## src/rtl/timer_dev.sv

```systemverilog
// Bus-mapped down-counter timer with one-shot and auto-reload modes.
// Registers: CTRL (enable, mode, interrupt mask), PRESET, and read-only COUNT.
module timer_dev #(
    parameter int DATA_W = 32
) (
    input  logic              clk,
    input  logic              reset,
    input  logic [3:2]        Addr,
    input  logic              WE,
    input  logic [DATA_W-1:0] DIN,
    output logic [DATA_W-1:0] DOUT,
    output logic              IRQ
);

    typedef enum logic [1:0] {
        IDLE = 2'b00,
        LOAD = 2'b01,
        CNT  = 2'b10,
        INT  = 2'b11
    } state_t;

    localparam logic [DATA_W-1:0] ONE = DATA_W'(1);

    state_t            state;
    state_t            state_next;
    logic [3:0]        ctrl;
    logic [DATA_W-1:0] preset;
    logic [DATA_W-1:0] count;
    logic              irq_flag;

    logic enable;
    logic auto_reload;
    logic wr_ctrl;
    logic wr_preset;

    assign enable      = ctrl[0];
    assign auto_reload = (ctrl[2:1] == 2'b01);
    assign wr_ctrl     = WE && (Addr == 2'b00);
    assign wr_preset   = WE && (Addr == 2'b01);

    always_ff @(posedge clk) begin
        if (!reset) begin
            state <= IDLE;
        end else begin
            state <= state_next;
        end
    end

    always_comb begin
        state_next = state;
        case (state)
            IDLE: if (enable) state_next = LOAD;
            LOAD: state_next = CNT;
            CNT: begin
                if (!enable) begin
                    state_next = IDLE;
                end else if (count <= ONE) begin
                    state_next = INT;
                end
            end
            INT: state_next = auto_reload ? LOAD : IDLE;
            default: state_next = IDLE;
        endcase
    end

    // Register file; bus writes come last so they override same-edge FSM updates.
    always_ff @(posedge clk) begin
        if (!reset) begin
            ctrl     <= 4'b0;
            preset   <= '0;
            count    <= '0;
            irq_flag <= 1'b0;
        end else begin
            case (state)
                LOAD: begin
                    count    <= preset;
                    irq_flag <= 1'b0;
                end
                CNT: begin
                    if (enable) begin
                        count <= (count > ONE) ? (count - ONE) : '0;
                    end
                end
                INT: begin
                    irq_flag <= 1'b1;
                    if (!auto_reload) begin
                        ctrl[0] <= 1'b0;
                    end
                end
                default: ;
            endcase
            if (wr_ctrl) begin
                ctrl     <= DIN[3:0];
                irq_flag <= 1'b0;
            end
            if (wr_preset) begin
                preset   <= DIN;
                irq_flag <= 1'b0;
            end
        end
    end

    // Auto-reload pulses clear in LOAD; one-shot flags persist until a register write.
    always_comb begin
        DOUT = '0;
        case (Addr)
            2'b00:   DOUT = {{(DATA_W-4){1'b0}}, ctrl};
            2'b01:   DOUT = preset;
            2'b10:   DOUT = count;
            default: DOUT = '0;
        endcase
        IRQ = ctrl[3] & irq_flag;
    end

endmodule

```

## config.mk

```make
export PLATFORM = sky130hd
export DESIGN_NAME = timer_dev
export DESIGN_NICKNAME = d
export VERILOG_FILES = /design/src/rtl/timer_dev.sv
export SDC_FILE = /design/constraint.sdc
export NUM_CORES = 1
export LEC_CHECK = 0
export BUFFER_PORTS_ARGS = -buffer_cell sky130_fd_sc_hd__buf_2
export CAP_MARGIN = 20
export CORE_MARGIN = 2
export CORE_UTILIZATION = 55
export CTS_BUF_LIST = sky130_fd_sc_hd__clkbuf_2 sky130_fd_sc_hd__clkbuf_4 sky130_fd_sc_hd__clkbuf_8
export DETAILED_ROUTE_END_ITERATION = 10
export PLACE_DENSITY = 0.78
export REMOVE_ABC_BUFFERS = 1
export SLEW_MARGIN = 20
export SYNTH_ARGS = -nofsm -noshare
export SYNTH_HDL_FRONTEND = slang
export SYNTH_SLANG_ARGS = --single-unit
```

## constraint.sdc

```tcl
create_clock -name clk -period 3.1 [get_ports clk]
set_clock_uncertainty 0.2 [all_clocks]
set_input_delay 0.465 -clock clk [delete_from_list [all_inputs] [get_ports clk]]
set_output_delay 0.465 -clock clk [all_outputs]
set_load 0.005 [all_outputs]
```

==> impl_metrics.json, run 1 <==
{
  "start_util": 0.5579,
  "status": "completed",
  "wl_um": 10540,
  "cts_hold_buffers": 0,
  "leakage_nw": 1.841,
  "cts_max_level": 3,
  "rr_startpoint": "count[23]",
  "yosysWarnings": 0,
  "vdd_drop_max_mv": 0.2270,
  "cp.arrival_ns": 2.59,
  "post-cts-setup-buffer-count": 0,
  "period_share": 0.8112,
  "dp_cells": 635,
  "cts_sinks": 71,
  "min_period_ns": 2.515,
  "clock_tree.root_cell": "clkbuf_8",
  "wire_per_inst_um": 16.19,
  "cts_tree": "done",
  "crit_fanout": 19,
  "syn-instance-count": 503,
  "synth_seq_area_share": 0.3570,
  "tightest_slew_ns": 0.7665,
  "syn-cell-area_mm2": 0.003981,
  "max_freq_ghz": 0.3976,
  "grt_setup_unrepaired": "no",
  "dr.first_iter.drc_count": 388,
  "die-area_mm2": 0.007935,
  "synth_edf_count": 0,
  "via_count": 4022,
  "synthFlopType": "dfxtp_1",
  "clk_pin_slew_ns": 0.08,
  "syn-mean-instance-area_um2": 7.915,
  "clkLatencyLatePin_ns": 0.35,
  "setup_viol": 0,
  "reg2reg_setup_slack_ns": 0.59,
  "gp_congestion": 0.9342,
  "num_rows": 31,
  "synth-async-reset-ratio": 0,
  "die_h_um": 89.08,
  "slew_violations": 0,
  "post-route-drc-count": 0,
  "grt_overflow": 0,
  "ios": 70,
  "drtAntennaViolNets": 0,
  "die_x_um": 89.08,
  "num_antenna_cells": 0,
  "slew_headroom": 0.4884,
  "yosysUniqueCellTypes": 53,
  "grt_max_degree": 40,
  "grt_pass1_vias": 3694,
  "final_cell_mix": "nand2_1 (80), dfxtp_1 (71), buf_2 (69)",
  "cp-start-kind": "register",
  "maxCapViolations": 0,
  "path_class": "register to register",
  "synth-seq-cells": 71,
  "nets": 586,
  "power_density_mw_per_mm2": 432.5,
  "cts_resized": 0,
  "antenna_found_initial": 0,
  "clock_path_buffers": 2,
  "grt_pass1_wl_um": 17290,
  "drt-pass1-iter-count": 5,
  "viasPerCell": 6.178,
  "endpoint_kind": "register",
  "dp_hpwl_um": 6976,
  "hold_viol": 0,
  "cp-startpoint": "count[23]",
  "final_common_cell": "nand2_1",
  "core_mm2": 0.007137,
  "finalSetupTns_ns": 0,
  "syn_to_final_growth_pct": 15.05,
  "cts-buffers-inserted": 9,
  "min_from": "DIN[5]",
  "hp-class": "input port to register",
  "drive_above_1_share": 0.2083,
  "worstPathRequired_ns": 3.18,
  "port_buffers": 69,
  "grt_use_total": 0.2746,
  "final_cells": 651
}
-- cells by family (layout without fill, tap and decap cells) --
family / Yosys count / after routing / synth area share
xor gates and xnor gates: 4 / 4 / 0.008799
buffers and inverters: 59 / 108 / 0.06160
DFF: 71 / 71 / 0.3570
adders and majority gates: 2 / 2 / 0.006284
AOI/OAI and AO/OA: 178 / 178 / 0.3080
muxes: 7 / 7 / 0.01760
and+or+nand+nor: 182 / 182 / 0.2407
-- cell type report --
type / count / area (µm²)
Timing Repair Buffer: 84 / 470.5
Clock inverter: 3 / 40.04
Sequential cell: 71 / 1421
Tap cell: 99 / 123.9
Inverter: 8 / 30.03
Multi-Input combinational cell: 373 / 2322
Clock buffer: 13 / 172.7
Fill cell: 668 / 2556
-- metrics by stage --
| step | utilization | total power [mW] | setup slack (ns) | hold slack (ns) | cell area [µm²] |
|---|---|---|---|---|---|
| floorplan | - | 1.109 | 0.2094 | 0.2489 | 3766 |
| global placement | 0.6120 | 1.206 | 0.6887 | 0.2620 | 4368 |
| detailed placement | 0.6120 | 1.213 | 0.6288 | 0.2641 | 4368 |
| CTS | 0.6418 | 1.988 | 0.6130 | 0.1431 | 4581 |
| global route | 0.6418 | 2.060 | 0.4081 | 0.1432 | 4581 |
| finish | 0.6418 | 1.981 | 0.5852 | 0.1496 | 4581 |
-- state kept, by name, summed over array words and instances (netlist names) --
name      cells
preset       32
count        32
state         2
ctrl          4
irq_flag      1
-- critical path, cell delays in order, from the launching register on --
cell     delay (ns)
dfxtp_1        0.40
or4_4          0.60
nor4_1         0.40
nand3_1        0.17
buf_4          0.24
a211o_1        0.30
a21oi_1        0.14
-- path summary, 6_finish.rpt --
kind           endpoint  depth (start not counted)
max reg2reg    state[0]                          6
min           preset[5]                          3
min reg2reg  preset[21]                          2
max            state[0]                          6
-- Yosys cell counts (3+ instances only) --
cell type	instances	area, µm²
a31oi_1	10	62.56
o21ai_0	13	65.06
nand2b_1	5	31.28
nand3b_1	3	22.52
or3_1	6	37.54
nor3b_1	3	22.52
nand3_1	17	85.08
buf_1	3	11.26
nor4_2	3	37.54
xnor2_1	4	35.03
buf_6	3	33.78
nor3_1	6	30.03
o31a_1	8	70.07
mux2i_1	7	70.07
o211ai_1	14	105.1
nand4_1	5	31.28
or4_1	8	60.06
nor4_1	13	81.33
o31ai_1	3	22.52
and2_1	3	18.77
nor2b_1	5	31.28
inv_1	7	26.28
dfxtp_1	71	1421
clkbuf_1	44	165.2
o21a_1	4	30.03
a32oi_1	16	140.1
a21oi_1	61	305.3
nor4b_1	3	26.28
a22o_1	28	245.2
nand2_1	80	300.3
nand4b_1	3	26.28
nor2_1	12	45.04
-- where the power goes --
part	leakage [nW]	internal (mW)	total (mW)	switching, mW
registers	0.575	0.931	0.950	0.0191
clock network	0.113	0.444	0.785	0.341
logic	1.15	0.0904	0.245	0.155
total	1.84	1.47	1.98	0.515
-- layer usage --
metal  wire (µm)  up-vias  track usage  part of all wire
met1        4847     1901       0.3675              0.46
met4          95        0      0.08141            0.0090
li1            -     1979            -                 -
met3         609       12      0.05448             0.058
met5           0        -            0                 0
met2        4988      130       0.4498              0.47
No activity file was read; power rests on OpenSTA's default activity.
==> run 2, diff against run 1 <==
ABC_AREA = 1   (was not set)
PLACE_DENSITY = 0.77   (was 0.78)
clock period = 2.5 ns   (was 3.1 ns; I/O delays follow)
==> impl_metrics.json, run 2 <==
{
  "cts_sinks": 71,
  "dr.first_iter.drc_count": 164,
  "viasPerCell": 5.284,
  "period_share": 0.8622,
  "hold_slack_ns": 0.06187,
  "synth_seq_area_share": 0.3413,
  "synth_top_cell_by_area": "dfxtp_1",
  "synthFlopType": "dfxtp_1",
  "die-area_mm2": 0.008283,
  "final_common_cell": "nand2_1",
  "cp_slowest_cell": "o21ai_4",
  "nets": 756,
  "drive_above_1_share": 0.1731,
  "fin_ws_ns": 0.3444,
  "worstPathRequired_ns": 2.54,
  "wire_per_inst_um": 13.60,
  "final_cell_mix": "nand2_1 (175), inv_1 (89), dfxtp_1 (71)",
  "cts_max_level": 3,
  "num_antenna_cells": 0,
  "slew_headroom": 0.4086,
  "syn_to_final_growth_pct": 15.20,
  "crit_fanout": 17,
  "die_h_um": 91.01,
  "cts_hold_buffers": 0,
  "cp-start-kind": "register",
  "grt_max_degree": 65,
  "power_density_mw_per_mm2": 616.2,
  "syn-cell-area_mm2": 0.004164,
  "vdd_drop_max_mv": 0.4877,
  "cpMostUsedCell": "nand2_1",
  "via_count": 4338,
  "ios": 70,
  "ys_top_cells_by_area": "dfxtp_1 (34%), nand2_1 (16%), inv_1 (8.0%)",
  "hold_viol": 0,
  "antenna_found_initial": 0,
  "dp_hpwl_um": 7688,
  "yosysWarnings": 0,
  "slew_violations": 0,
  "dp_slack_ns": 0.3869,
  "cts_tree": "done",
  "core_mm2": 0.007292,
  "grt_overflow": 0,
  "synth_edf_count": 0,
  "synth-seq-cells": 71,
  "maxCapViolations": 0,
  "synth_most_common_cell": "nand2_1",
  "hp-class": "input port to register",
  "grt_use_total": 0.2758,
  "leakage_nw": 2.234,
  "gp_congestion": 0.8920,
  "finalPower_mw": 2.956,
  "max_freq_ghz": 0.4639,
  "yosysUniqueCellTypes": 29,
  "cp.arrival_ns": 2.20,
  "path_cells": "inv_1 > ha_1 > inv_1 > nand2_1 > nand2_1 > nor2_1 > nand2_2 > o21ai_4 > o21ai_0 > nand2_1 > a21oi_1",
  "path_class": "register to register",
  "num_rows": 31,
  "path_buf_inv": 2,
  "biggestRegsByFlops": "count: 32 flops, preset: 32 flops, ctrl: 4 flops",
  "cts-buffers-inserted": 9,
  "clock_path_buffers": 2,
  "setup_viol": 0,
  "cpPeakStageDelay_ns": 0.44,
  "drt-pass1-iter-count": 4,
  "status": "completed",
  "grt_pass1_vias": 4130,
  "clk_pin_slew_ns": 0.08,
  "grt_pass1_wl_um": 18790,
  "synth-async-reset-ratio": 0,
  "start_util": 0.5710,
  "yosys-top-cells-count": "nand2_1 (175), inv_1 (89), dfxtp_1 (71)",
  "netlist.area_leader.share": 0.3413,
  "min_period_ns": 2.156,
  "syn-instance-count": 658,
  "crit_family": "compound AO/OA/AOI/OAI gates",
  "endpoint_kind": "register",
  "tightest_slew_ns": 0.8859,
  "finalSetupTns_ns": 0,
  "syn-mean-instance-area_um2": 6.328,
  "wl_um": 11170,
  "port_buffers": 69,
  "grt_setup_unrepaired": "no",
  "clock_tree.root_cell": "clkbuf_8",
  "post-route-drc-count": 0,
  "cts_resized": 0,
  "drtAntennaViolNets": 0,
  "clkLatencyLatePin_ns": 0.36,
  "post-cts-setup-buffer-count": 0,
  "die_x_um": 91.01
}
==> run 2: layer usage <==
metal,up-vias,GRT usage,wire [µm]
met5,-,0,0
met4,0,0.08965,168
met3,14,0.06307,493
met2,97,0.4772,5484
met1,1987,0.3387,5018
li1,2240,-,-
==> run 2: final timing paths <==
path | from | end | slack [ns] | cells past startpoint
max reg2reg | count[0] | count[12] | 0.34 | 11
min reg2reg | preset[9] | preset[9] | 0.27 | 2
min | DIN[2] | ctrl[2] | 0.06 | 3
max | count[0] | count[12] | 0.34 | 11
==> run 2: per-stage QoR <==
step,cell area [µm²],util,cells
after floorplan,4023,-,628
after global placement,4552,0.6242,804
after detailed placement,4552,0.6242,804
after CTS,4782,0.6558,820
after global routing,4797,0.6579,821
final,4797,0.6579,821
==> run 2: worst reg2reg max path, stage by stage, from the launching register on <==
cell     delay (ns)
dfxtp_1        0.34
inv_1          0.12
ha_1           0.23
inv_1          0.05
nand2_1        0.06
nand2_1        0.04
nor2_1         0.13
nand2_2        0.10
o21ai_4        0.44
o21ai_0        0.19
nand2_1        0.08
a21oi_1        0.05
==> run 2: cell type report <==
cell class	instances	area [µm²]
multi-input cells	465	2256
clock inverters	6	92.59
clock buffers	10	137.6
well taps	99	123.9
inverters	92	345.3
flip-flops and latches	71	1421
fillers	718	2495
repair buffers	78	420.4
==> run 2: cells by family after synthesis <==
kind of cell | count (synthesis) | share of synthesized area
AO/OA/AOI/OAI | 167 | 0.2233
AND/OR/NAND/NOR | 281 | 0.2810
buffers and inverters | 122 | 0.1169
adder cells (fa/ha/maj) | 2 | 0.006009
XOR/XNOR | 15 | 0.03155
flip-flops | 71 | 0.3413
==> run 2: power by group <==
part           switching [mW]  internal (mW)  total (mW)
clock network           0.474          0.594        1.07
logic                   0.448          0.231       0.678
registers              0.0343           1.18        1.21
total                   0.956           2.00        2.96
